<file path="config.mk">
export PLATFORM = sky130hd
export DESIGN_NAME = store_wdata_writer_flat
export DESIGN_NICKNAME = d
export VERILOG_FILES = /design/src/rtl/store_wdata_writer_if.sv /design/src/rtl/store_wdata_writer.sv /design/src/flat_wrapper.sv
export SDC_FILE = /design/constraint.sdc
export NUM_CORES = 1
export LEC_CHECK = 0
export BUFFER_PORTS_ARGS = -buffer_cell sky130_fd_sc_hd__buf_2
export CAP_MARGIN = 20
export CORE_UTILIZATION = 51
export CTS_CLUSTER_DIAMETER = 40
export DETAILED_ROUTE_END_ITERATION = 6
export PLACE_DENSITY_LB_ADDON = 0.2
export SYNTH_ARGS = -nofsm -noshare
export SYNTH_HDL_FRONTEND = slang
export SYNTH_SLANG_ARGS = --single-unit
</file>
<file path="constraint.sdc">
create_clock -name clk -period 2.25 [get_ports clk]
set_input_delay 0.1125 -clock clk [delete_from_list [all_inputs] [get_ports clk]]
set_output_delay 0.1125 -clock clk [all_outputs]
set_load 0.03 [all_outputs]
</file>
<file path="src/rtl/store_wdata_writer_if.sv">
// store_wdata_writer_if: store request, AXI4-Lite write channels and completion bundle
interface store_wdata_writer_if #(parameter int ADDR_W = 32);
  logic              req_valid;
  logic              req_ready;
  logic [ADDR_W-1:0] req_addr;
  logic [31:0]       req_data;
  logic [2:0]        req_func3;
  logic              awvalid;
  logic              awready;
  logic [ADDR_W-1:0] awaddr;
  logic              wvalid;
  logic              wready;
  logic [31:0]       wdata;
  logic [3:0]        wstrb;
  logic              bvalid;
  logic              bready;
  logic [1:0]        bresp;
  logic              resp_valid;
  logic              resp_ready;
  logic [1:0]        resp_code;
  modport slave (
    input  req_valid, req_addr, req_data, req_func3, awready, wready, bvalid, bresp, resp_ready,
    output req_ready, awvalid, awaddr, wvalid, wdata, wstrb, bready, resp_valid, resp_code
  );
  modport master (
    output req_valid, req_addr, req_data, req_func3, awready, wready, bvalid, bresp, resp_ready,
    input  req_ready, awvalid, awaddr, wvalid, wdata, wstrb, bready, resp_valid, resp_code
  );
endinterface

</file>
<file path="src/rtl/store_wdata_writer.sv">
// store_wdata_writer: lane-aligns sb/sh/sw data and issues one AXI4-Lite write at a time
module store_wdata_writer #(
  parameter int ADDR_W      = 32,
  parameter bit CHECK_ALIGN = 1
) (
  input logic                clk,
  input logic                rst_n,
  store_wdata_writer_if.slave bus
);
  typedef enum logic [1:0] {IDLE, SEND, WAIT_B, RESP} state_t;
  state_t     state, state_nx;
  logic       aw_done, w_done, aw_hs, w_hs, bus_done, acc, illegal, misal;
  logic [1:0] o;
  assign o            = bus.req_addr[1:0];
  assign acc          = bus.req_valid && state == IDLE;
  assign aw_hs        = bus.awvalid && bus.awready;
  assign w_hs         = bus.wvalid && bus.wready;
  assign bus_done     = (aw_done || aw_hs) && (w_done || w_hs);
  assign illegal      = bus.req_func3 > 3'd2;
  assign misal        = CHECK_ALIGN && ((bus.req_func3 == 3'd1 && o[0]) || (bus.req_func3 == 3'd2 && o != 2'd0));
  assign bus.req_ready  = state == IDLE;
  assign bus.awvalid    = state == SEND && !aw_done;
  assign bus.wvalid     = state == SEND && !w_done;
  assign bus.bready     = state == WAIT_B;
  assign bus.resp_valid = state == RESP;
  // state register
  always_ff @(posedge clk or negedge rst_n)
    if (!rst_n) state <= IDLE;
    else state <= state_nx;
  // next state: rejected requests skip the bus and go straight to the completion
  always_comb begin
    state_nx = state;
    state_nx = state == IDLE   ? (!acc ? IDLE : (illegal || misal) ? RESP : SEND)
             : state == SEND   ? (bus_done ? WAIT_B : SEND)
             : state == WAIT_B ? (bus.bvalid ? RESP : WAIT_B)
             : (bus.resp_ready ? IDLE : RESP);
  end
  // channel-done flags, lane-placed payload captured at accept, and completion code
  always_ff @(posedge clk or negedge rst_n)
    if (!rst_n) begin
      aw_done       <= 1'b0;
      w_done        <= 1'b0;
      bus.awaddr    <= '0;
      bus.wdata     <= '0;
      bus.wstrb     <= '0;
      bus.resp_code <= '0;
    end else begin
      aw_done <= state == SEND && !bus_done && (aw_done || aw_hs);
      w_done  <= state == SEND && !bus_done && (w_done || w_hs);
      if (acc) begin
        bus.awaddr    <= bus.req_addr;
        bus.wdata     <= bus.req_func3 == 3'd0 ? {4{bus.req_data[7:0]}}
                       : bus.req_func3 == 3'd1 ? {2{bus.req_data[15:0]}} : bus.req_data;
        bus.wstrb     <= bus.req_func3 == 3'd0 ? 4'b0001 << o
                       : bus.req_func3 == 3'd1 ? 4'b0011 << o : 4'b1111;
        bus.resp_code <= illegal ? 2'b11 : misal ? 2'b01 : 2'b00;
      end else if (state == WAIT_B && bus.bvalid)
        bus.resp_code <= bus.bresp == 2'b00 ? 2'b00 : 2'b10;
    end
endmodule

</file>
<file path="src/flat_wrapper.sv">
// flat-port wrapper written by rule: the top's interface ports become plain ports
module store_wdata_writer_flat 
#(
  parameter int ADDR_W      = 32,
  parameter bit CHECK_ALIGN = 1
)
  (clk, rst_n, bus_req_valid, bus_req_addr, bus_req_data, bus_req_func3, bus_awready, bus_wready, bus_bvalid, bus_bresp, bus_resp_ready, bus_req_ready, bus_awvalid, bus_awaddr, bus_wvalid, bus_wdata, bus_wstrb, bus_bready, bus_resp_valid, bus_resp_code);
  store_wdata_writer_if #(.ADDR_W(ADDR_W)) bus_i ();
  input logic clk;
  input logic rst_n;
  input wire logic [$bits(bus_i.req_valid)-1:0] bus_req_valid;
  input wire logic [$bits(bus_i.req_addr)-1:0] bus_req_addr;
  input wire logic [$bits(bus_i.req_data)-1:0] bus_req_data;
  input wire logic [$bits(bus_i.req_func3)-1:0] bus_req_func3;
  input wire logic [$bits(bus_i.awready)-1:0] bus_awready;
  input wire logic [$bits(bus_i.wready)-1:0] bus_wready;
  input wire logic [$bits(bus_i.bvalid)-1:0] bus_bvalid;
  input wire logic [$bits(bus_i.bresp)-1:0] bus_bresp;
  input wire logic [$bits(bus_i.resp_ready)-1:0] bus_resp_ready;
  output wire logic [$bits(bus_i.req_ready)-1:0] bus_req_ready;
  output wire logic [$bits(bus_i.awvalid)-1:0] bus_awvalid;
  output wire logic [$bits(bus_i.awaddr)-1:0] bus_awaddr;
  output wire logic [$bits(bus_i.wvalid)-1:0] bus_wvalid;
  output wire logic [$bits(bus_i.wdata)-1:0] bus_wdata;
  output wire logic [$bits(bus_i.wstrb)-1:0] bus_wstrb;
  output wire logic [$bits(bus_i.bready)-1:0] bus_bready;
  output wire logic [$bits(bus_i.resp_valid)-1:0] bus_resp_valid;
  output wire logic [$bits(bus_i.resp_code)-1:0] bus_resp_code;
  assign bus_i.req_valid = bus_req_valid;
  assign bus_i.req_addr = bus_req_addr;
  assign bus_i.req_data = bus_req_data;
  assign bus_i.req_func3 = bus_req_func3;
  assign bus_i.awready = bus_awready;
  assign bus_i.wready = bus_wready;
  assign bus_i.bvalid = bus_bvalid;
  assign bus_i.bresp = bus_bresp;
  assign bus_i.resp_ready = bus_resp_ready;
  assign bus_req_ready = bus_i.req_ready;
  assign bus_awvalid = bus_i.awvalid;
  assign bus_awaddr = bus_i.awaddr;
  assign bus_wvalid = bus_i.wvalid;
  assign bus_wdata = bus_i.wdata;
  assign bus_wstrb = bus_i.wstrb;
  assign bus_bready = bus_i.bready;
  assign bus_resp_valid = bus_i.resp_valid;
  assign bus_resp_code = bus_i.resp_code;
  store_wdata_writer #(.ADDR_W(ADDR_W), .CHECK_ALIGN(CHECK_ALIGN)) u_core (.clk(clk), .rst_n(rst_n), .bus(bus_i));
endmodule
</file>
==> results.yml <==
setup_path:
  r2r_slack_ns: 0.51
  r2r_cells: 4
  start_kind: "flip-flop"
  crit_path_end_kind: "flip-flop"
  worst-endpoint-required_ns: 2.47
  r2r_end: "u_core.bus.awaddr[21]"
  critical_path_class: "flip-flop to flip-flop"
  cp_max_fo: 61
  reg2reg_from: "u_core.state[0]"
  arrival_ns: 1.96
cts:
  clockBufferDepth: 2
  cts_resized: 0
  cts_buffers: 9
  cts_setup_buffers: 0
  htreeDepth: 3
  clock_latency_ns: 0.34
  cts_sinks: 74
  tritoncts: "yes"
  clkTransAtPathRegs_ns: 0.08
  cts_hold_buf: 31
  cts_root_buf: "clkbuf_8"
sta:
  slew-limit-headroom_pct: 37.7
  fin_crit_sh_pct: 77.2
  slew_violations: 0
  hold_viol: 0
  tns_ns: 0
  rsz0062_at_grt: "false"
  final-setup-viol-count: 0
  fin_hold_ws_ns: 0.0229
  setup_slack_ns: 0.512
  tightest_slew_ns: 0.935
  period_needed_ns: 1.74
  clock_skew_ns: 0.00839
  max_freq_mhz: 575
grt:
  antenna_found_initial: 0
  grt_max_degree: 75
  overflow: 0
  grt_usage_pct: 25.5
  grt_pass1_wl_mm: 13.8
  grt_pass1_vias: 2901
die:
  coreArea_um2: 6390
  die_area_um2: 6960
  rows: 29
  start_util_pct: 52.9
  die_y_um: 83.4
  io_pins: 151
  die_w_um: 83.4
final_layout:
  syn_to_final_growth_pct: 37.1
  drive_above_1_share_pct: 35.2
  n_antenna_cell: 0
  fin_nets: 604
worst_hold_path:
  hp-class: "primary input to flip-flop"
  min_from: "bus_req_data[5]"
  hold_depth: 3
  holdPathEnd: "u_core.bus.wdata[5]"
power_and_ir_drop:
  intPower_w: 0.00340
  sw_frac_of_total_pct: 46.5
  power_frac_seq_pct: 35.5
  p_sw_w: 0.00295
  clkPwrFrac_pct: 16.8
  p_comb_share_pct: 47.7
  pwr_density_cell_nw_per_um2: 1370
  peakVddDrop_mv: 1.02
  p_leak_nw: 2.51
detailed_routing:
  vias: 2988
  routedWlPerCell_um: 13.9
  viasPerCell: 4.93
  final_antenna_net_count: 0
  drt_iter0_markers: 159
  drt-total-wl_mm: 8.42
  drc_errors: 0
  firstDrtPassIters: 4
synthesis:
  avgSynthCellArea_um2: 9.66
  synthArstFlopShare_pct: 100
  ys.flop_type: "dfrtp_1"
  ys_seq_area_share_pct: 54.8
  synth.cell_area_um2: 3380
  syn_inst: 350
  synth-edff-count: 0
  yosys_warnings: 0
  syn_nets: 430
  post_synth_num_cell_types: 29
  synth-seq-cells: 74
placement:
  dp_hpwl_mm: 5.64
  routabilityCongestion: 0.776
  place.port_buffers: 150
  post-place-ws_ns: 0.542
run:
  drv_cap: 0
status:
  status: "finished clean"
==> cells in the mapped netlist, drive strengths merged (3+ instances only) <==
cell type | count | area (um2)
mux2i | 28 | 280
clkbuf | 3 | 11.3
nand2b | 3 | 18.8
dfrtp | 74 | 1850
ha | 4 | 50.1
nand2 | 143 | 537
a31oi | 3 | 18.8
nor2b | 3 | 18.8
mux2 | 9 | 101
inv | 4 | 15.0
o21ai | 31 | 163
nor2 | 11 | 48.8
a21oi | 4 | 20.0
buf | 19 | 154
==> power by group through the flow <==
stage | Sequential (W) | Clock (W) | Combinational (W)
after global placement | 0.00224 | 0 | 0.00293
after CTS | 0.00225 | 0.00110 | 0.00304
after global routing | 0.00233 | 0.00115 | 0.00326
after floorplan | 0.00334 | 0 | 0.00104
final | 0.00225 | 0.00107 | 0.00303
after detailed placement | 0.00226 | 0 | 0.00300
==> metrics by stage <==
| step | utilization, % | instance area, um2 | std cells | power (W) |
|---|---|---|---|---|
| global route | 72.6 | 4630 | 606 | 0.00674 |
| CTS | 72.6 | 4630 | 606 | 0.00639 |
| detailed placement | 64.4 | 4110 | 559 | 0.00527 |
| global placement | 64.4 | 4110 | 559 | 0.00518 |
| floorplan | - | 3380 | 350 | 0.00438 |
| finish | 72.6 | 4630 | 606 | 0.00635 |
==> cells in the final DEF (no fill, tap or decap), types with 2 or more instances in the layout <==
| cell | count |
|---|---|
| buf_2 | 149 |
| nand2_1 | 143 |
| dfrtp_1 | 74 |
| dlygate4sd3_1 | 31 |
| mux2i_1 | 28 |
| o21ai_1 | 25 |
| clkbuf_8 | 11 |
| nor2_1 | 10 |
| mux2_2 | 9 |
| inv_1 | 4 |
| o21ai_0 | 4 |
| a21oi_1 | 4 |
| ha_1 | 4 |
| buf_4 | 4 |
| nand2b_1 | 3 |
| nor2b_1 | 3 |
| a31oi_1 | 3 |
| clkinvlp_4 | 3 |
| a21o_1 | 2 |
| o21ai_2 | 2 |
==> registers in the layout, summed over array words and instances, names as in the netlist <==
register              flops
u_core.aw_done            1
u_core.w_done             1
u_core.bus.wstrb          4
u_core.bus.wdata         32
u_core.state              2
u_core.bus.resp_code      2
u_core.bus.awaddr        32
==> worst max path at each step <==
stage / startpoint / end / slack, ns / cells past startpoint
after floorplan: u_core.state[1] / u_core.bus.wdata[26] / 0.85 / 6
after global placement: u_core.state[0] / u_core.bus.awaddr[25] / 0.58 / 4
after detailed placement: u_core.state[0] / u_core.bus.awaddr[21] / 0.54 / 4
after CTS: u_core.state[0] / u_core.bus.awaddr[21] / 0.53 / 4
after global routing: u_core.state[0] / u_core.bus.awaddr[21] / 0.40 / 4
final: u_core.state[0] / u_core.bus.awaddr[21] / 0.51 / 4
==> layer usage <==
metal  vias to the layer above  part of all wire (%)  track usage (%)
met3                        16                   5.7             5.67
met1                      1398                    42             31.4
met4                         0                   1.9             10.7
li1                       1477                     -                -
met5                         -                     0                0
met2                        97                    50             43.3
==> layout make-up <==
class	instances	area (um2)
inverters	4	15.0
flip-flops and latches	74	1850
repair buffers	185	1110
well taps	77	96.3
fillers	493	1750
clock inverters	5	61.3
multi-input cells	250	1350
clock buffers	11	151
==> logic make-up (layout without fill, tap and decap cells) <==
kind of cell / Yosys count / after routing / synth area share (%)
AND/OR/NAND/NOR: 166 / 166 / 20.0
flip-flops: 74 / 74 / 54.8
AO/OA/AOI/OAI: 43 / 43 / 7.15
multiplexers: 37 / 37 / 11.3
buffers and inverters: 26 / 205 / 5.33
adder cells (fa/ha/maj): 4 / 4 / 1.48
==> worst max-delay path, cell delays in order, from the launching register on <==
cell and delay (ns):
dfrtp_1 0.50, or3b_4 0.69, buf_12 0.27, nand2_1 0.08, nand2_1 0.06
Power figures use the tool's default switching activity.
